[config.mk]
export PLATFORM = sky130hd
export DESIGN_NAME = flow_led_ctrl
export DESIGN_NICKNAME = d
export VERILOG_FILES = /design/src/rtl/flow_led_ctrl.sv
export SDC_FILE = /design/constraint.sdc
export NUM_CORES = 1
export LEC_CHECK = 0
export ABC_AREA = 1
export CAP_MARGIN = 20
export CORE_UTILIZATION = 30
export CTS_CLUSTER_DIAMETER = 120
export DETAILED_ROUTE_END_ITERATION = 10
export GPL_TIMING_DRIVEN = 1
export SLEW_MARGIN = 5
export SYNTH_ARGS = -nofsm -noshare
export SYNTH_HDL_FRONTEND = slang
export SYNTH_SLANG_ARGS = --single-unit
[constraint.sdc]
create_clock -name CLK -period 3.01 [get_ports CLK]
set_input_delay 0.7525 -clock CLK [delete_from_list [all_inputs] [get_ports CLK]]
set_output_delay 0.7525 -clock CLK [all_outputs]
set_load 0.02 [all_outputs]
[src/rtl/flow_led_ctrl.sv]
// Running-light controller: one prescaled step tick drives rotate-left, rotate-right,
// ping-pong or blink-all patterns across NUM_LED outputs.
module flow_led_ctrl #(
    parameter int NUM_LED     = 4,
    parameter int STEP_CYCLES = 12_500_000
) (
    input  logic               CLK,
    input  logic               RSTn,
    input  logic               En,
    input  logic [1:0]         Mode,
    input  logic [1:0]         Speed,
    output logic [NUM_LED-1:0] LED_out,
    output logic               Step_Tick
);
    localparam int CNT_W = $clog2(STEP_CYCLES);

    localparam logic [1:0] MODE_ROL   = 2'b00;
    localparam logic [1:0] MODE_ROR   = 2'b01;
    localparam logic [1:0] MODE_PING  = 2'b10;
    localparam logic [1:0] MODE_BLINK = 2'b11;

    localparam logic [31:0]        STEP_U  = 32'(STEP_CYCLES);
    localparam logic [NUM_LED-1:0] LSB_ONE = NUM_LED'(1);
    localparam logic [NUM_LED-1:0] MSB_ONE = {1'b1, {(NUM_LED-1){1'b0}}};

    logic [CNT_W-1:0]   r_cnt;
    logic [1:0]         r_spd;
    logic [1:0]         r_mode_q;
    logic               r_dir;      // 0 = up (toward MSB), 1 = down
    logic [1:0]         w_spd;
    logic [31:0]        w_last;
    logic               w_at_last;
    logic               w_reload;
    logic [NUM_LED-1:0] w_init;
    logic [NUM_LED-1:0] w_next;

    // Speed is only picked up at the start of a step so a change never shortens it.
    assign w_spd     = (r_cnt == '0) ? Speed : r_spd;
    assign w_last    = (STEP_U >> w_spd) - 32'd1;
    assign w_at_last = ({{(32-CNT_W){1'b0}}, r_cnt} == w_last);
    assign w_reload  = (Mode != r_mode_q);

    always_comb begin
        w_init = LSB_ONE;
        case (Mode)
            MODE_ROR:   w_init = MSB_ONE;
            MODE_BLINK: w_init = '0;
            default:    w_init = LSB_ONE;
        endcase
    end

    always_comb begin
        w_next = LED_out;
        case (r_mode_q)
            MODE_ROL:  w_next = {LED_out[NUM_LED-2:0], LED_out[NUM_LED-1]};
            MODE_ROR:  w_next = {LED_out[0], LED_out[NUM_LED-1:1]};
            MODE_PING: w_next = r_dir ? (LED_out >> 1) : (LED_out << 1);
            default:   w_next = ~LED_out;
        endcase
    end

    always_ff @(posedge CLK or negedge RSTn) begin
        if (!RSTn) begin
            r_cnt     <= '0;
            r_spd     <= 2'b00;
            r_mode_q  <= MODE_ROL;
            r_dir     <= 1'b0;
            LED_out   <= LSB_ONE;
            Step_Tick <= 1'b0;
        end else begin
            r_mode_q <= Mode;
            r_spd    <= w_spd;
            if (w_reload) begin
                // Reload beats a coincident step: re-seed, no advance, no tick.
                r_cnt     <= '0;
                r_dir     <= 1'b0;
                LED_out   <= w_init;
                Step_Tick <= 1'b0;
            end else if (En) begin
                if (w_at_last) begin
                    r_cnt     <= '0;
                    LED_out   <= w_next;
                    Step_Tick <= 1'b1;
                    if (r_mode_q == MODE_PING) begin
                        if (w_next[NUM_LED-1])
                            r_dir <= 1'b1;
                        else if (w_next[0])
                            r_dir <= 1'b0;
                    end
                end else begin
                    r_cnt     <= r_cnt + 1'b1;
                    Step_Tick <= 1'b0;
                end
            end else begin
                Step_Tick <= 1'b0;
            end
        end
    end

endmodule

# Word level (Yosys, flattened, before mapping)
# Index checks and enable logic that the tools add are counted.
[word_totals]
register_bits = 34
latch_bits = 0
mem_bits_rw = 0
romBits = 0
input_bits = 7
output_inout_bits = 5
elab_cells = 43
n_memories = 0
[op_classes]
add_sub_neg = 2
mul = 0
n_div = 0
magnitude_cmp = 0
eq_ne = 6
shifts = 1
n_mux = 19
n_bitwise = 1
reduce_logical = 8
[ops]
columns = ["operator", "count"]
rows = [
  ["24-bit 2-to-1 mux", 3],
  ["24-bit by 32-bit == test with 1-bit output", 1],
  ["24-bit by 2-bit >> shifter with 32-bit output (first input constant)", 1],
  ["32-bit by 1-bit subtractor with 32-bit output (second input constant)", 1],
  ["24-bit by 1-bit adder with 24-bit output (second input constant)", 1],
  ["24-bit logical NOT", 1],
  ["4-bit 2-to-1 mux", 4],
  ["4-bit case mux with 3 select lines", 1],
  ["1-bit 2-to-1 mux", 9],
  ["4-bit case mux with 2 select lines", 1],
  ["2-bit nonzero test", 3],
  ["2-bit by 1-bit == test with 1-bit output (second input constant)", 2],
  ["2-bit == test (second input constant)", 2],
  ["4-bit inverter", 1],
  ["4-bit AND reduction", 1],
  ["3-bit nonzero test", 1],
  ["2-bit logical NOT", 1],
  ["2-bit 2-to-1 mux", 1],
  ["2-bit inequality test", 1],
  ["2-bit AND reduction", 1],
]

# Depth between registers and ports, before layout
[depth]
word_depth = 8
ltp_mapped = 18
mapped_depth_nobuf = 17

# Worst setup path before layout
# Ideal clock, no wire load.
[synth_timing]
kind = "register to register"
start = "register r_cnt[0]"
end = "register r_cnt[8]"
t_arrival_ns = 1.981
slack_ns = 0.888
stages_incl_launch_ff = 18
synth_period_minus_slack_ns = 2.122
path_cell_list = "dfrtp_1 -> inv_1 -> ha_1 -> nand2_1 -> nor2_4 -> nand3_2 -> nand2_2 -> nand2_2 -> buf_6 -> nand2_1 -> nand3_1 -> nor2_1 -> nand2_1 -> nor2_2 -> nand2_2 -> nand2_4 -> buf_12 -> o22ai_1"
[synth_via]
elab_chain_len = 8
elab_cells_between_ends = 9
cone_classes = "add/sub: 2; eq/ne: 1; shift: 1; mux: 4; reduce/logical: 1"
[synth_lines]
columns = ["item", "line", "rtl"]
rows = [
  ["from (decl)", "26", "logic [CNT_W-1:0] r_cnt;"],
  ["from (signal assigned)", "91", "r_cnt <= r_cnt + 1'b1;"],
  ["24-bit logical NOT", "38", "assign w_spd = (r_cnt == '0) ? Speed : r_spd;"],
  ["2-bit 2-to-1 mux", "38", ""],
  ["named net w_spd[1]", "30", "logic [1:0] w_spd;"],
  ["24-bit by 2-bit >> shifter with 32-bit output", "39", "assign w_last = (STEP_U >> w_spd) - 32'd1;"],
  ["32-bit by 1-bit subtractor with 32-bit output", "39", ""],
  ["24-bit by 32-bit == test with 1-bit output", "40", "assign w_at_last = ({{(32-CNT_W){1'b0}}, r_cnt} == w_last);"],
  ["24-bit 2-to-1 mux", "80", "if (w_at_last) begin"],
  ["24-bit 2-to-1 mux", "79", "end else if (En) begin"],
  ["24-bit 2-to-1 mux", "73", "if (w_reload) begin"],
]
# The timed path passes the listed nets, and every way through them passes these cells. The select of a mux whose other input is x is not followed.
# A chain may end at the register's enable or synchronous reset.

# Worst setup path after layout
[layout_timing]
start = "register r_cnt[12]"
end = "register r_cnt[12]"
[layout_via]
elab_chain_len = 8
elab_cells_between_ends = 9
cone_classes = "add/sub: 2; eq/ne: 1; shift: 1; mux: 4; reduce/logical: 1"
[layout_lines]
columns = ["item", "line"]
rows = [
  ["24-bit logical NOT", "38"],
  ["2-bit 2-to-1 mux", "38"],
  ["24-bit by 2-bit >> shifter with 32-bit output", "39"],
  ["32-bit by 1-bit subtractor with 32-bit output", "39"],
  ["24-bit by 32-bit == test with 1-bit output", "40"],
  ["24-bit 2-to-1 mux (*)", "80"],
  ["24-bit 2-to-1 mux (*)", "79"],
  ["24-bit 2-to-1 mux (*)", "73"],
]
# Every way passes the cells marked *; elsewhere a longest branch is shown, timed or not. The select of a mux whose other input is x is not followed.

==> results.json <==
{
  "fin_skew_ns": 0.00639,
  "tightest_slew_ns": 0.795,
  "reg2reg_to": "r_cnt[12]",
  "finalNonFillerCells": 491,
  "synth.most_common_cell": "sky130_fd_sc_hd__nand2_1",
  "cellInternalPower_uw": 719,
  "min_delay_path_depth": 2,
  "number_of_antenna_violations_at_the_first_check_in_global_routing": 0,
  "netlist_top_cells_count": "sky130_fd_sc_hd__nand2_1, sky130_fd_sc_hd__inv_1, sky130_fd_sc_hd__nor2_1",
  "routed.top_layer": "met4",
  "ff2ff_path_depth": 15,
  "startpoint_type": "flop",
  "wl_met2_mm": 3.09,
  "timing.hold.worst.class": "flop to flop",
  "ctsHoldBuffers": 0,
  "synth_top_flop_cell": "sky130_fd_sc_hd__dfrtp_1",
  "detail_route.vias_per_cell": 4.95,
  "num_io_pins": 12,
  "crit_type": "flop to flop",
  "r2r-start": "r_cnt[12]",
  "die_w_um": 95.1,
  "global_route.usage.total": 0.156,
  "worstSetupEndpointType": "flop",
  "ant_nets": 0,
  "timing.final.ws_setup_ns": 0.388,
  "setup.reg_to_reg.worst_slack_ns": 0.39,
  "routed_wl_met3_um": 214,
  "grt.overflow.total": 0,
  "postcts_resize_cnt": 0,
  "finalCritPeriodShare": 0.871,
  "max_freq_mhz": 381,
  "ctsRootBufferMaster": "sky130_fd_sc_hd__clkbuf_8",
  "post_synth_inst_count": 372,
  "synth_seq_area_share": 0.327,
  "globalplace.congestion": 0.882,
  "synth_enable_flop_cells": 0,
  "nets": 394,
  "power_frac_seq": 0.466,
  "p_clk_frac": 0.345,
  "drv_slew": 0,
  "post_synth.cell_area_avg_um2": 7.00,
  "slowest_delay_ns": 0.46,
  "drt-initial-drc-count": 159,
  "die_y_um": 95.1,
  "power_density_mw_per_mm2": 359,
  "row_count": 33,
  "combined_buffer_and_inverter_count_along_the_critical_path": 1,
  "worst_ep_arrival_time_ns": 2.77,
  "dpl.cell_count": 483,
  "crit_slowest_cell": "sky130_fd_sc_hd__dfrtp_1",
  "initial_cell_density_of_the_core": 0.314,
  "pwr-share-comb": 0.189,
  "postSynthNetCount": 381,
  "hold_path_end": "LED_out[0]",
  "total_power_uw": 1030,
  "netlist-cell-type-count": 32,
  "timing.final.setup_violations": 0,
  "detailedPlacementHpwl_mm": 4.98,
  "switching_share": 0.302,
  "via_count": 2431,
  "numCtsBuffers": 5,
  "critical_path.cell_chain": "nor2_1 > nand2_1 > nor2_2 > nand3_2 > nand2_1 > nand2_1 > buf_4 > nand2_1 > nand3_1 > nor2_1 > nand2_1 > nor2_2 > nand2_2 > nand2_4 > o22ai_1",
  "synth.cell_area_mm2": 0.00260,
  "cts_setup_buffers": 0,
  "ys_warnings": 0,
  "number_of_remaining_drc_errors": 0,
  "fin_setup_tns_ns": 0,
  "final_layout_size_suffix_gt1_frac": 0.106,
  "pre_cts_ws_ns": 0.161,
  "cts_sinks": 34,
  "yosysTopAreaCell": "sky130_fd_sc_hd__dfrtp_1",
  "synth.top_cells.by_area": "sky130_fd_sc_hd__dfrtp_1, sky130_fd_sc_hd__nand2_1, sky130_fd_sc_hd__inv_1",
  "yosysTopAreaCellShare": 0.317,
  "min-delay-start": "LED_out[0]",
  "area_overhead_of_the_layout_relative_to_synthesis_pct": 10.2,
  "async_reset_ff_frac": 1.00,
  "clkSlewWorstSetupHoldPaths_ns": 0.08,
  "buffers_added_on_ports": 11,
  "power.switching_uw": 311,
  "tritoncts": "done",
  "drt-total-wl_mm": 6.55,
  "post-route-min-period_ns": 2.62,
  "timing.max_slew.rel_slack": 0.470,
  "hold_viol_final": 0,
  "floorplan_die_area_mm2": 0.00905,
  "crit_fanout": 21,
  "antenna_cells_inserted": 0,
  "status": "completed",
  "h-tree-depth": 2,
  "avgRoutedWirePerCell_um": 13.3,
  "timing.critical_path.mode_cell": "sky130_fd_sc_hd__nand2_1",
  "first_pass_iters": 4,
  "wire_length_of_the_first_global_routing_pass_mm": 11.2,
  "critical_path_required_ns": 3.16,
  "drv.max_cap_violation_count": 0,
  "clkLatencyLatePin_ns": 0.28,
  "p_leak_uw": 0.00124,
  "synth.ff_latch_count": 34,
  "path_delay_family": "simple AND/OR/NAND/NOR gates",
  "cts_max_path_buffers": 2,
  "grt_setup_unrepaired": "no",
  "placeableCoreArea_mm2": 0.00830,
  "met1_length_mm": 3.17,
  "first_global_vias": 2351,
  "ir_drop_v": 0.000141,
  "grt_max_degree": 35
}
cell type report:
type / instances / area, um2
Sequential cell: 34 / 852
Inverter: 45 / 169
Clock buffer: 6 / 82.6
Clock inverter: 2 / 12.5
Tap cell: 105 / 131
Multi-Input combinational cell: 283 / 1480
Timing Repair Buffer: 16 / 143
Fill cell: 881 / 5430
cells by family (layout without fill, tap and decap cells):
group | after synthesis | count (layout) | synth area share
fa+ha+maj | 2 | 2 | 0.00961
compound gates | 46 | 46 | 0.121
xor+xnor | 18 | 18 | 0.0606
mux | 1 | 1 | 0.00385
flops | 34 | 34 | 0.327
simple gates | 216 | 216 | 0.373
buf+inv | 55 | 69 | 0.104
state kept, by name (all words and copies together) (netlist names):
signal     flops
LED_out        4
Step_Tick      1
r_cnt         24
r_dir          1
r_mode_q       2
r_spd          2
cell usage in the layout, fill, tap and decap left out, types with 7 or more instances in the layout:
| cell type | count |
|---|---|
| sky130_fd_sc_hd__nand3_1 | 29 |
| sky130_fd_sc_hd__nand2_1 | 105 |
| sky130_fd_sc_hd__dfrtp_1 | 33 |
| sky130_fd_sc_hd__nand4_1 | 10 |
| sky130_fd_sc_hd__a21oi_1 | 8 |
| sky130_fd_sc_hd__nor2_1 | 40 |
| sky130_fd_sc_hd__o22ai_2 | 8 |
| sky130_fd_sc_hd__inv_1 | 44 |
| sky130_fd_sc_hd__o22ai_1 | 12 |
| sky130_fd_sc_hd__o21ai_0 | 15 |
| sky130_fd_sc_hd__nor3_1 | 10 |
| sky130_fd_sc_hd__nand2_2 | 7 |
| sky130_fd_sc_hd__clkdlybuf4s50_1 | 10 |
| sky130_fd_sc_hd__xor2_1 | 15 |
worst register-to-register path, stage by stage, from the launching register on:
cell                      delay, ns
sky130_fd_sc_hd__dfrtp_1       0.46
sky130_fd_sc_hd__nor2_1        0.13
sky130_fd_sc_hd__nand2_1       0.07
sky130_fd_sc_hd__nor2_2        0.26
sky130_fd_sc_hd__nand3_2       0.16
sky130_fd_sc_hd__nand2_1       0.09
sky130_fd_sc_hd__nand2_1       0.17
sky130_fd_sc_hd__buf_4         0.21
sky130_fd_sc_hd__nand2_1       0.05
sky130_fd_sc_hd__nand3_1       0.08
sky130_fd_sc_hd__nor2_1        0.11
sky130_fd_sc_hd__nand2_1       0.07
sky130_fd_sc_hd__nor2_2        0.14
sky130_fd_sc_hd__nand2_2       0.11
sky130_fd_sc_hd__nand2_4       0.26
sky130_fd_sc_hd__o22ai_1       0.13
worst max path at each step:
stage                     end       from  cells past startpoint  slack [ns]
floorplan            r_cnt[8]   r_cnt[0]                     17        0.89
global placement    r_cnt[10]   Speed[1]                     12        0.21
detailed placement  r_cnt[10]   Speed[0]                     12        0.16
CTS                 r_cnt[12]   r_cnt[0]                     16        0.40
global route        r_cnt[12]   r_cnt[9]                     15        0.13
finish              r_cnt[12]  r_cnt[12]                     15        0.39
through the flow:
step | cell area, um2 | util | hold WS [ns]
after floorplan | 2600 | - | 0.457
after global placement | 2770 | 0.334 | 0.495
after detailed placement | 2770 | 0.334 | 0.492
after CTS | 2870 | 0.346 | 0.508
after global routing | 2870 | 0.346 | 0.532
final | 2870 | 0.346 | 0.504
power by group through the flow:
stage,clock network (uW),logic [uW],registers (uW)
after floorplan,0,133,495
after global placement,0,192,489
after detailed placement,0,194,489
after CTS,373,195,480
after global routing,390,217,481
final,356,194,480
routing by layer:
metal	track usage	vias to the layer above
met5	0	-
met4	0.0429	0
met3	0.0183	7
met2	0.258	40
met1	0.213	1144
li1	-	1240
Power figures use the tool's default switching activity.
